### src/rtl/core_seq_ctrl.sv
// core_seq_ctrl - multi-cycle control sequencer for the TinyRisc-V core.
//
// Steps each instruction through FETCH -> DECODE -> EXEC -> (MEM) -> (WB) and
// drives the datapath strobes. Instruction and data memory handshakes are
// bounded by MEM_TIMEOUT cycles. An unknown opcode or a memory timeout parks
// the sequencer in HALT until reset.
//
// Ports:
//   clk, rst            core clock, synchronous active-high reset
//   run                 allows a new fetch to start (sampled in FETCH only)
//   opcode, wb_reg      fields of the latched instruction from decode
//   imem_req/imem_ack   instruction memory handshake
//   ir_we               load instruction register
//   dmem_req/dmem_we    data memory request / store qualifier
//   dmem_ack            data memory completion
//   pc_we, reg_we       commit next PC, register-file write
//   retired             retired instruction count (wraps)
//   illegal, bus_err    sticky fault flags
//   state               current state (debug)
module core_seq_ctrl #(
    parameter int MEM_TIMEOUT = 16,
    parameter int CNT_WIDTH   = 32
) (
    input  logic                 clk,
    input  logic                 rst,
    input  logic                 run,
    input  logic [6:0]           opcode,
    input  logic                 wb_reg,
    output logic                 imem_req,
    input  logic                 imem_ack,
    output logic                 ir_we,
    output logic                 dmem_req,
    output logic                 dmem_we,
    input  logic                 dmem_ack,
    output logic                 pc_we,
    output logic                 reg_we,
    output logic [CNT_WIDTH-1:0] retired,
    output logic                 illegal,
    output logic                 bus_err,
    output logic [2:0]           state
);

    typedef enum logic [2:0] {
        S_FETCH  = 3'd0,
        S_DECODE = 3'd1,
        S_EXEC   = 3'd2,
        S_MEM    = 3'd3,
        S_WB     = 3'd4,
        S_HALT   = 3'd5
    } state_e;

    localparam logic [6:0] OP_LUI    = 7'b0110111;
    localparam logic [6:0] OP_AUIPC  = 7'b0010111;
    localparam logic [6:0] OP_JAL    = 7'b1101111;
    localparam logic [6:0] OP_JALR   = 7'b1100111;
    localparam logic [6:0] OP_BRANCH = 7'b1100011;
    localparam logic [6:0] OP_LOAD   = 7'b0000011;
    localparam logic [6:0] OP_STORE  = 7'b0100011;
    localparam logic [6:0] OP_IMM    = 7'b0010011;
    localparam logic [6:0] OP_REG    = 7'b0110011;

    localparam int              TW      = (MEM_TIMEOUT > 2) ? $clog2(MEM_TIMEOUT) : 1;
    localparam logic [TW-1:0]   TO_LAST = TW'(MEM_TIMEOUT - 1);

    state_e                 state_q, state_d;
    logic [TW-1:0]          wcnt_q, wcnt_d;
    logic [CNT_WIDTH-1:0]   retired_q, retired_d;
    logic                   illegal_q, illegal_d;
    logic                   bus_err_q, bus_err_d;

    logic is_load, is_store, is_branch, is_legal;

    always_comb begin
        is_load   = (opcode == OP_LOAD);
        is_store  = (opcode == OP_STORE);
        is_branch = (opcode == OP_BRANCH);
        is_legal  = 1'b0;
        case (opcode)
            OP_LUI, OP_AUIPC, OP_JAL, OP_JALR, OP_BRANCH,
            OP_LOAD, OP_STORE, OP_IMM, OP_REG: is_legal = 1'b1;
            default:                           is_legal = 1'b0;
        endcase
    end

    always_comb begin
        state_d   = state_q;
        wcnt_d    = '0;           // clears on ack, state exit and idle
        retired_d = retired_q;
        illegal_d = illegal_q;
        bus_err_d = bus_err_q;
        imem_req  = 1'b0;
        ir_we     = 1'b0;
        dmem_req  = 1'b0;
        dmem_we   = 1'b0;
        pc_we     = 1'b0;
        reg_we    = 1'b0;

        case (state_q)
            S_FETCH: begin
                imem_req = run;
                if (run) begin
                    if (imem_ack) begin
                        ir_we   = 1'b1;
                        state_d = S_DECODE;
                    end else if (wcnt_q == TO_LAST) begin
                        bus_err_d = 1'b1;
                        state_d   = S_HALT;
                    end else begin
                        wcnt_d = wcnt_q + 1'b1;
                    end
                end
            end
            S_DECODE: begin
                if (is_legal) begin
                    state_d = S_EXEC;
                end else begin
                    illegal_d = 1'b1;
                    state_d   = S_HALT;
                end
            end
            S_EXEC: begin
                if (is_load || is_store) begin
                    state_d = S_MEM;
                end else if (is_branch) begin
                    pc_we     = 1'b1;
                    retired_d = retired_q + 1'b1;
                    state_d   = S_FETCH;
                end else begin
                    state_d = S_WB;
                end
            end
            S_MEM: begin
                dmem_req = 1'b1;
                dmem_we  = is_store;
                if (dmem_ack) begin
                    if (is_store) begin
                        // Stores have nothing to write back: retire here.
                        pc_we     = 1'b1;
                        retired_d = retired_q + 1'b1;
                        state_d   = S_FETCH;
                    end else begin
                        state_d = S_WB;
                    end
                end else if (wcnt_q == TO_LAST) begin
                    bus_err_d = 1'b1;
                    state_d   = S_HALT;
                end else begin
                    wcnt_d = wcnt_q + 1'b1;
                end
            end
            S_WB: begin
                reg_we    = wb_reg;
                pc_we     = 1'b1;
                retired_d = retired_q + 1'b1;
                state_d   = S_FETCH;
            end
            S_HALT: ;
            default: state_d = S_HALT;
        endcase

        // Reset kills any in-flight request in the same cycle.
        if (rst) begin
            imem_req = 1'b0;
            ir_we    = 1'b0;
            dmem_req = 1'b0;
            dmem_we  = 1'b0;
            pc_we    = 1'b0;
            reg_we   = 1'b0;
        end
    end

    always_ff @(posedge clk) begin
        if (rst) begin
            state_q   <= S_FETCH;
            wcnt_q    <= '0;
            retired_q <= '0;
            illegal_q <= 1'b0;
            bus_err_q <= 1'b0;
        end else begin
            state_q   <= state_d;
            wcnt_q    <= wcnt_d;
            retired_q <= retired_d;
            illegal_q <= illegal_d;
            bus_err_q <= bus_err_d;
        end
    end

    assign retired = retired_q;
    assign illegal = illegal_q;
    assign bus_err = bus_err_q;
    assign state   = state_q;

endmodule

### config.mk
export PLATFORM = sky130hd
export DESIGN_NAME = core_seq_ctrl
export DESIGN_NICKNAME = d
export VERILOG_FILES = /design/src/rtl/core_seq_ctrl.sv
export SDC_FILE = /design/constraint.sdc
export NUM_CORES = 1
export LEC_CHECK = 0
export BUFFER_PORTS_ARGS = -buffer_cell sky130_fd_sc_hd__clkbuf_2
export CAP_MARGIN = 20
export CORE_ASPECT_RATIO = 1.1
export CORE_UTILIZATION = 50
export CTS_CLUSTER_SIZE = 30
export DETAILED_ROUTE_END_ITERATION = 8
export GPL_TIMING_DRIVEN = 0
export HOLD_SLACK_MARGIN = 0.05
export PLACE_DENSITY = 0.83
export SETUP_SLACK_MARGIN = 0.15
export SYNTH_ARGS = -nofsm -noshare
export SYNTH_HDL_FRONTEND = slang
export SYNTH_SLANG_ARGS = --single-unit
### constraint.sdc
create_clock -name clk -period 3 [get_ports clk]
set_input_delay 0.3 -clock clk [delete_from_list [all_inputs] [get_ports clk]]
set_output_delay 0.3 -clock clk [all_outputs]
set_load 0.03 [all_outputs]
# After elaboration in Yosys (flattened, before gate mapping)
# Cells that the tools add are included.
# Widths: inputs -> output; s select.
totals:
  register_bits: 41
  inputBits: 13
op_classes:
  n_mux: 43
  n_addsub: 2
  n_bitwise: 2
  eq_ne: 22
  reduce_logical: 9
ops:
  columns: ["operator", "n"]
  rows:
  - ["$mux 32", 4]
  - ["$pmux 32 s3", 1]
  - ["$add 32x1->32 const B", 1]
  - ["$mux 3", 8]
  - ["$mux 1", 22]
  - ["$eq 7x6->1 const B", 3]
  - ["$eq 7x7->1 const B", 3]
  - ["$pmux 3 s6", 1]
  - ["$mux 4", 4]
  - ["$eq 7x5->1 const B", 2]
  - ["$ne 2x2->1 const B", 7]
  - ["$reduce_or 9->1", 1]
  - ["$pmux 4 s2", 1]
  - ["$eq 7x2->1 const B", 1]
  - ["$eq 3x2->1 const B", 2]
  - ["$eq 3x3->1 const B", 2]
  - ["$reduce_and 5->1", 1]
  - ["$add 4x1->4 const B", 1]
  - ["$eq 4x4->1 const B", 1]
  - ["$reduce_and 2->1", 2]
  - ["$reduce_and 4->1", 1]
  - ["$eq 3x1->1 const B", 1]
  - ["$logic_not 3->1", 1]
  - ["$pmux 1 s3", 1]
  - ["other kinds (5)", 6]

# Logic depth before layout (Yosys ltp)
# Gate-level depths: netlist (run 1).
logic_depth:
  depth_word: 5
  depth_mapped: 7

# Worst setup path before layout (run 1)
# Ideal clock, no wire load.
synth_timing:
  path_type: "register to output"
  start: "reg state_q[0] (netlist: state[0])"
  end: "out dmem_we"
  stages_incl_launch_ff: 6
  t_required_ns: 2.700
  arrival_time_ns: 2.277
  path_slack_ns: 0.423
  path_buffers: 1
  cell_sequence: "dfxtp_1 > clkbuf_1 > inv_1 > nor3_1 > nand2_1 > nor2_1"
synth_via:
  elab_chain_cells: 3
synth_rtl:
  columns: ["item", "line_no", "text"]
  rows:
  - ["start: declaration", "65", "state_e state_q, state_d;"]
  - ["start signal: assignment", "180", "state_q <= state_d;"]
  - ["$eq 3x2->1", "98", "case (state_q)"]
  - ["$mux 1", "98", null]
  - ["$mux 1", "162", "if (rst) begin"]
  - ["end: declaration", "33", "output logic dmem_we,"]
# No other way between the ends.

# Worst setup path after layout (run 1)
layout_timing:
  start: "reg state_q[0] (netlist: state[0])"
  end: "out pc_we"
layout_via:
  elab_chain_cells: 3
layout_rtl:
  columns: ["item", "line_no", "text"]
  rows:
  - ["$eq 3x3->1 or $eq 3x2->1 (tied branches)", "98", null]
  - ["$pmux 1 s3 *", "98", null]
  - ["$mux 1 *", "162", null]
  - ["end: declaration", "35", "output logic pc_we,"]
# Every way passes the cells marked *; elsewhere a longest branch is shown, timed or not.

==> results of run 1 <==
## layout make-up
class                           instances  area, um^2
Clock inverter                          2        13.8
Tap cell                               54        67.6
Timing Repair Buffer                   54         270
Inverter                                8        30.0
Buffer                                 12        47.5
Clock buffer                            6        82.6
Multi-Input combinational cell        204        1320
Fill cell                             370        1630
Sequential cell                        41         821
## logic make-up after synthesis
family	after synthesis	synth area share, %
simple gates	112	27.8
compound gates	72	22.9
flops	41	37.1
buf+inv	20	3.51
xor+xnor	14	5.55
mux	3	1.47
fa+ha+maj	3	1.58
## flip-flops by register name (all words and copies together) (netlist names)
name     cells
bus_err      1
retired     32
wcnt_q       4
state        3
illegal      1
## worst max-delay path: stages, from the launching register on
cell and delay (ns):
dfxtp_1 0.39, clkbuf_1 0.34, inv_1 0.20, a31oi_2 0.43, a21oi_1 0.21, and2_1 0.19
clkbuf_2 0.17
## layout by cell type, fill, tap and decap left out, types with 3 or more instances in the layout
| cell type | n |
|---|---|
| clkbuf_2 | 54 |
| dfxtp_1 | 41 |
| nor2_1 | 26 |
| a21oi_1 | 23 |
| nand2_1 | 17 |
| or3_1 | 11 |
| xnor2_1 | 11 |
| clkbuf_1 | 10 |
| o21ai_0 | 10 |
| nand3_1 | 9 |
| inv_1 | 8 |
| a2111oi_0 | 6 |
| clkbuf_8 | 6 |
| nor2b_1 | 5 |
| nor3_1 | 5 |
| a21bo_2 | 5 |
| nand3b_1 | 5 |
| and2_1 | 4 |
| or4_1 | 4 |
| nand4_1 | 4 |
| and3_1 | 4 |
| and4_1 | 4 |
| a31oi_1 | 4 |
| nor3b_1 | 3 |
| nand2b_1 | 3 |
| nor4_1 | 3 |
| o22ai_1 | 3 |
| xor2_1 | 3 |
## timing repair
action,4_1_cts,5_1_grt
gates resized for setup,0,1
hold buffers,0,0
setup endpoints to repair,0,1
## per-stage QoR
step | instance area [um^2] | total power [W] | setup slack (ns) | util [%] | hold slack (ns)
3_3_place_gp | 2550 | 0.000656 | 0.594 | 59.5 | 0.457
2_1_floorplan | 2210 | 0.000629 | 0.423 | - | 0.440
5_1_grt | 2650 | 0.00107 | 0.290 | 61.9 | 0.429
6_report | 2650 | 0.00103 | 0.470 | 61.9 | 0.402
3_5_place_dp | 2550 | 0.000658 | 0.566 | 59.5 | 0.462
4_1_cts | 2650 | 0.00104 | 0.236 | 61.7 | 0.382
## path summary, 6_finish.rpt
| kind | start | endpoint | slack (ns) | depth (start not counted) |
|---|---|---|---|---|
| setup / recovery | state[0] | pc_we | 0.47 | 6 |
| hold / removal | run | state[0] | 0.40 | 3 |
| setup reg to reg | state[1] | retired[20] | 0.63 | 6 |
| hold reg to reg | bus_err | bus_err | 0.48 | 2 |
## per-layer routing
metal	global-route usage (%)	vias up	share of wire (%)
li1	-	1104	-
met1	25.7	1016	44
met2	36.9	76	49
met3	6.37	12	5.5
met4	10.6	0	2.2
met5	0	-	0
## power by group through the flow
stage	Sequential (W)	Combinational [W]	Clock, W
finish	0.000552	0.0000945	0.000382
global route	0.000553	0.000102	0.000419
CTS	0.000552	0.0000932	0.000393
detailed placement	0.000565	0.0000931	0
global placement	0.000565	0.0000909	0
floorplan	0.000572	0.0000565	0
==> run_results.csv, run 1 <==
group,metric,value,unit
placed_design,io_buffers,54,
clock_tree,cts.htree.levels,2,
clock_tree,cts_setup_buffers,0,
placed_design,routabilityCongestion,0.908,
sta,fin_skew,0.00614,ns
global_routing,grt_remaining_overflow,0,
logic_synthesis,ys_seq_area_share,37.1,%
global_routing,antenna_found_initial,0,
logic_synthesis,ys_top_cells_by_area,"dfxtp_1, a21oi_1, nor2_1",
detailed_routing,num_vias,2208,
sta,fmax,0.395,GHz
logic_synthesis,ys_warn_count,0,
layout,finalNetCount,341,
clock_tree,cts_buffers,5,
worst_setup_path,cp-end-kind,"primary output",
logic_synthesis,synth_top_area_share,37.1,%
worst_setup_path,start_kind,"flop",
sta,tightest_slew,0.642,ns
floorplan,core_area,0.00429,mm^2
logic_synthesis,synth_nets,280,
logic_synthesis,synth_cell_type_count,51,
clock_tree,cts_sinks,41,
logic_synthesis,synth_edf_count,0,
pwr,combPwrFrac,9.2,%
sta,rsz0062_at_grt,"no",
logic_synthesis,yosys.cell_count.top_type,"dfxtp_1",
logic_synthesis,synthFlopType,"dfxtp_1",
logic_synthesis,async_flop_share,0,%
clock_tree,ctsLongestPathBuffers,2,
pwr,ir_drop,0.298,mV
logic_synthesis,synth_common_cells,"dfxtp_1, nor2_1, a21oi_1",
pwr,leakage,0.993,nW
sta,maxSlewHeadroom,57.2,%
logic_synthesis,synth_seq_cells,41,
pwr,power.density,388,mW/mm^2
detailed_routing,vias_per_cell,5.80,
sta,setup_viol,0,
global_routing,grtUsageTotal,22.1,%
clock_tree,cts_tree,"built",
pwr,seqPwrFrac,53.7,%
detailed_routing,drtIter0Drc,82,
detailed_routing,routed_wirelength,5.02,mm
floorplan,die_w,65.4,um
floorplan,dieArea,0.00469,mm^2
clock_tree,clock-root-buffer,"clkbuf_8",
floorplan,start_util,51.6,%
floorplan,fp.dieH,71.7,um
hold_path,hp-class,"in2reg",
detailed_routing,avgRoutedWirePerCell,13.2,um
logic_synthesis,netlist_area,0.00221,mm^2
logic_synthesis,synthCells,265,
job,maxCapViolCount,0,
pwr,switchingPower,0.000262,W
floorplan,io_pins,56,
layout,stdcell_count,381,
clock_tree,clkSlewWorstSetupHoldPaths,0.07,ns
detailed_routing,dr.pass1.iters,4,
detailed_routing,antenna_left,0,
sta,min_period_over_period,84.3,%
layout,drive_gt1_share,24.5,%
placed_design,placed_cells,373,
worst_setup_path,crit_fanout,10,
worst_setup_path,required,2.70,ns
global_routing,grt_pass1_wl,8.01,mm
global_routing,grt_max_degree,14,
worst_setup_path,crit_arrival,2.23,ns
floorplan,num_rows,25,
layout,syn2layout_area_growth,19.9,%
logic_synthesis,post_synth.cell_area_avg,8.34,um^2
clock_tree,clk_latency,0.30,ns
sta,slew_violations,0,
pwr,internal-power,0.000767,W
pwr,sw_frac_of_total,25.4,%
sta,fin_crit,2.53,ns
global_routing,first_global_vias,1862,
layout,diodes,0,
placed_design,place_hpwl,3.77,mm
sta,tns,0,ns
sta,hold_viol_final,0,
outcome,status,"finished clean",
pwr,pwr-share-clk,37.1,%
detailed_routing,drc,0,
logic_synthesis,synth_largest_area_cell,"dfxtp_1",
worst_setup_path,path_class,"reg2out",
Power figures use the tool's default switching activity.
==> run 2: changes to the inputs <==
CORE_UTILIZATION = 48   (was 50)
clock period = 2.25 ns   (was 3 ns; I/O delays follow)
==> run_results.csv, run 2 (synthesis results as in run 1) <==
group,metric,value,unit
outcome,status,"finished clean",
worst_setup_path,slowest_delay,0.51,ns
global_routing,antenna_found_initial,0,
sta,tns,0,ns
layout,finalNetCount,350,
worst_setup_path,cp_num_buf_inv,0,
layout,most-common-layout-cells,"clkbuf_2, dfxtp_1, nor2_1, a21oi_1, nand2_1",
sta,tightest_slew,0.578,ns
sta,hold_viol_final,0,
placed_design,place_hpwl,3.89,mm
layout,largest_reg_flops,32,
placed_design,io_buffers,54,
worst_setup_path,start_kind,"flop",
sta,fmax,0.486,GHz
pwr,ir_drop,0.382,mV
clock_tree,cts.htree.levels,2,
floorplan,dieArea,0.00488,mm^2
floorplan,die_w,66.7,um
floorplan,io_pins,56,
detailed_routing,avgRoutedWirePerCell,14.5,um
layout,diodes,0,
global_routing,grt_remaining_overflow,0,
global_routing,grt_max_degree,14,
floorplan,start_util,50.8,%
detailed_routing,drc,0,
layout,syn2layout_area_growth,31.6,%
layout,drive_gt1_share,36.3,%
global_routing,first_global_vias,2073,
clock_tree,clk_latency,0.30,ns
worst_setup_path,crit_fanout,7,
worst_setup_path,path_class,"reg2reg",
worst_setup_path,required,2.48,ns
sta,fin_crit,2.06,ns
placed_design,routabilityCongestion,0.923,
clock_tree,ctsLongestPathBuffers,2,
worst_setup_path,crit_family,"simple AND/OR/NAND/NOR gates",
clock_tree,clkSlewWorstSetupHoldPaths,0.08,ns
pwr,total_power,0.00151,W
detailed_routing,routed_wirelength,5.65,mm
clock_tree,clock-root-buffer,"clkbuf_8",
sta,setup_viol,0,
pwr,power.density,519,mW/mm^2
sta,min_period_over_period,91.4,%
layout,fillers,361,
worst_setup_path,crit_arrival,2.29,ns
floorplan,core_area,0.00435,mm^2
detailed_routing,num_vias,2257,
job,maxCapViolCount,0,
detailed_routing,vias_per_cell,5.79,
pwr,leakage,1.08,nW
clock_tree,cts_sinks,41,
global_routing,grtUsageTotal,24.6,%
worst_setup_path,worstPathCellList,"nand4_1 > or3_4 > a211o_4 > or4_4 > a21oi_1",
sta,rsz0062_at_grt,"yes",
placed_design,place_area,0.00260,mm^2
layout,final_common_cell,"clkbuf_2",
global_routing,grt_pass1_wl,9.11,mm
clock_tree,ctsHoldBuffers,0,
hold_path,hp-class,"in2reg",
worst_setup_path,cp-end-kind,"flop",
sta,fin_skew,0.00365,ns
clock_tree,cts_tree,"built",
detailed_routing,dr.pass1.iters,4,
detailed_routing,antenna_left,0,
worst_setup_path,slowest_stage,"or4_4",
floorplan,num_rows,25,
sta,maxSlewHeadroom,60.5,%
sta,slew_violations,0,
clock_tree,cts_buffers,5,
floorplan,fp.dieH,73.2,um
detailed_routing,drtIter0Drc,92,
layout,final_area,0.00291,mm^2
[run 2: area by class of cell]
cell class	count	area, um^2	share of cell area (%)
clock buffers	6	82.6	2.84
plain buffers	12	63.8	2.19
repair buffers	63	340	11.7
well taps	54	67.6	2.32
inverters	8	30.0	1.03
multi-input cells	204	1440	49.5
flip-flops and latches	41	848	29.2
clock inverters	2	36.3	1.25
[run 2: path summary, 6_finish.rpt]
kind	cells past startpoint	startpoint	slack, ns	to
max	5	retired[3]	0.19	retired[18]
min	3	run	0.32	state[0]
max reg2reg	5	retired[3]	0.19	retired[18]
min reg2reg	1	wcnt_q[3]	0.48	wcnt_q[3]
[run 2: report_power, final]
part | internal (W) | switching, W | total [W]
sequential | 0.000726 | 0.00000799 | 0.000734
combinational | 0.0000552 | 0.0000883 | 0.000143
clock | 0.000362 | 0.000269 | 0.000631
[run 2: repair_timing]
item | CTS | global route
endpoints found under the hold margin | 0 | 0
gates cloned | 0 | 0
buffers inserted | 3 | 6
pin swaps | 2 | 6
resized for setup | 11 | 25
setup endpoints to repair | 13 | 21
[run 2: routing by layer]
layer	wire [um]	track usage, %
met5	0	0
met1	2430	29.0
met2	2800	42.4
met4	119	11.1
met3	297	5.16
[run 2: worst min-delay path: cells and delay by family]
family	cells	cell delay (ns)
buffers and inverters	1	0.10
AO/OA/AOI/OAI	2	0.25
[run 2: metrics by stage]
step	util [%]	worst slack [ns]	hold slack [ns]	cells
after global routing	66.9	0.111	0.366	390
after floorplan	-	0.166	0.439	265
final	66.9	0.193	0.316	390
after CTS	64.4	0.110	0.316	384
after global placement	59.9	0.0747	0.457	373
after detailed placement	59.9	0.0495	0.470	373
==> run 3: changes to the inputs <==
ABC_AREA = 1   (was unset)
CORE_UTILIZATION = 49   (was 48)
==> run_results.csv, run 3 <==
group,metric,value,unit
worst_setup_path,slowest_delay,0.35,ns
clock_tree,clk_latency,0.30,ns
clock_tree,cts_sinks,41,
logic_synthesis,synth_top_area_share,31.3,%
logic_synthesis,yosys.cell_count.top_type,"nand2_1",
placed_design,routabilityCongestion,0.874,
layout,fillers,490,
layout,register_area,823,um^2
detailed_routing,avgRoutedWirePerCell,11.8,um
global_routing,grt_max_degree,13,
sta,rsz0062_at_grt,"no",
logic_synthesis,netlist_area,0.00262,mm^2
global_routing,antenna_found_initial,0,
clock_tree,ctsLongestPathBuffers,2,
worst_setup_path,cp-end-kind,"primary output",
hold_path,hp-class,"in2reg",
sta,tightest_slew,0.560,ns
worst_setup_path,required,2.03,ns
worst_setup_path,worstPathCellList,"inv_1 > nand2_1 > nor2_2 > nand3_1 > nand3_2 > inv_2 > buf_4 > nor2_1 > buf_2",
sta,maxSlewHeadroom,62.7,%
floorplan,io_pins,56,
layout,largest_reg_flops,32,
clock_tree,cts_tree,"built",
detailed_routing,drtIter0Drc,185,
layout,finalNetCount,524,
outcome,status,"finished clean",
sta,hold_viol_final,0,
hold_path,worstHoldPathCells,2,
layout,drive_gt1_share,18.3,%
logic_synthesis,synthCells,448,
placed_design,io_buffers,54,
detailed_routing,drc,0,
clock_tree,clock-root-buffer,"clkbuf_8",
clock_tree,cts.htree.levels,2,
global_routing,first_global_vias,2615,
detailed_routing,vias_per_cell,5.23,
logic_synthesis,synth_common_cells,"nand2_1, nor2_1, inv_1",
worst_setup_path,slowest_stage,"dfxtp_1",
pwr,ir_drop,0.373,mV
detailed_routing,routed_wirelength,6.68,mm
floorplan,fp.dieH,78.7,um
worst_setup_path,start_kind,"flop",
sta,fin_skew,0.00850,ns
logic_synthesis,synthFlopType,"dfxtp_1",
floorplan,core_area,0.00507,mm^2
global_routing,grt_remaining_overflow,0,
layout,multi_input_area,0.00153,mm^2
worst_setup_path,path_class,"reg2out",
sta,fmax,0.506,GHz
layout,diodes,0,
sta,fin_crit,1.98,ns
sta,slew_violations,0,
clock_tree,cts_buffers,5,
worst_setup_path,ff2ff_path_depth,9,
sta,min_period_over_period,87.9,%
job,maxCapViolCount,0,
placed_design,place_hpwl,5.10,mm
logic_synthesis,synth_seq_cells,41,
logic_synthesis,synth_cell_type_count,29,
detailed_routing,antenna_left,0,
logic_synthesis,synth_largest_area_cell,"dfxtp_1",
logic_synthesis,async_flop_share,0,%
floorplan,dieArea,0.00565,mm^2
floorplan,die_w,71.7,um
layout,most-common-layout-cells,"nand2_1, nor2_1, clkbuf_2, inv_1, dfxtp_1",
layout,final_common_cell,"nand2_1",
layout,syn2layout_area_growth,17.1,%
logic_synthesis,synth_edf_count,0,
worst_setup_path,crit_arrival,1.75,ns
logic_synthesis,post_synth.cell_area_avg,5.85,um^2
pwr,leakage,1.33,nW
floorplan,start_util,51.7,%
logic_synthesis,ys_warn_count,0,
floorplan,num_rows,27,
logic_synthesis,synth_nets,463,
logic_synthesis,ys_top_cells_by_area,"dfxtp_1, nand2_1, nor2_1",
detailed_routing,dr.pass1.iters,6,
logic_synthesis,ys_seq_area_share,31.3,%
sta,tns,0,ns
sta,setup_viol,0,
global_routing,grt_pass1_wl,10.9,mm
global_routing,grtUsageTotal,24.4,%
clock_tree,clkSlewWorstSetupHoldPaths,0.08,ns
layout,final_core_util,60.6,%
clock_tree,ctsHoldBuffers,0,
detailed_routing,num_vias,2968,
pwr,power.density,477,mW/mm^2
worst_setup_path,crit_fanout,10,
[run 3: changes by cell type in the layout (fill, tap and decap cells not counted), sizes merged, moves of 6 or more]
cell,before,now
nand2,17,158
a21oi,23,29
a2111oi,7,0
or3,11,0
nor2,26,90
clkbuf,70,60
inv,9,52
xnor2,11,1
nand3,9,39
[run 3: power breakdown]
part | switching [W] | internal [W]
combinational | 0.0000952 | 0.0000435
sequential | 0.00000750 | 0.000732
clock | 0.000264 | 0.000323
total | 0.000366 | 0.00110
[run 3: path summary, 6_finish.rpt]
check / from / to / slack [ns]
worst max-delay path: state[0] / pc_we / 0.27
worst min-delay path: rst / retired[19] / 0.19
worst max register to register: retired[0] / retired[22] / 0.44
worst min register to register: illegal / illegal / 0.46
[run 3: cell type report]
type / instances / area share [%]
clock inverters: 2 / 1.14
clock buffers: 5 / 2.24
repair buffers: 54 / 8.80
flip-flops and latches: 41 / 26.8
inverters: 53 / 6.48
well taps: 58 / 2.36
multi-input cells: 344 / 49.8
plain buffers: 10 / 2.40
[run 3: worst max-delay path: cells and delay by family, from the launching register on]
family	cells	cell delay, ns
buffers and inverters	4	0.58
AND/OR/NAND/NOR	5	0.53
flip-flops	1	0.35
[run 3: logic make-up after synthesis]
family | Yosys count | share of synthesized area [%]
DFF | 41 | 31.3
and+or+nand+nor | 300 | 47.7
xor gates and xnor gates | 6 | 2.00
buffers and inverters | 63 | 10.4
AOI/OAI and AO/OA | 36 | 7.64
adders and majority gates | 2 | 0.955
[run 3: what timing repair did]
item	4_1_cts	5_1_grt
resized for setup	0	3
setup endpoints to repair	0	1
setup buffers	0	0
[run 3: stage by stage]
stage | worst slack [ns] | area, um^2 | hold WS, ns | cells | power, W
CTS | 0.199 | 3070 | 0.188 | 567 | 0.00147
global placement | 0.514 | 2960 | 0.428 | 560 | 0.000890
floorplan | 0.287 | 2620 | 0.418 | 448 | 0.000851
finish | 0.272 | 3070 | 0.193 | 567 | 0.00146
detailed placement | 0.495 | 2960 | 0.447 | 560 | 0.000894
global route | 0.144 | 3070 | 0.195 | 567 | 0.00151
[run 3: per-layer routing]
layer	wire length [um]	global-route usage, %	vias to the layer above
met3	441	4.06	16
met2	3180	43.8	119
li1	-	-	1514
met5	0	0	-
met1	2890	28.4	1319
met4	170	10.2	0
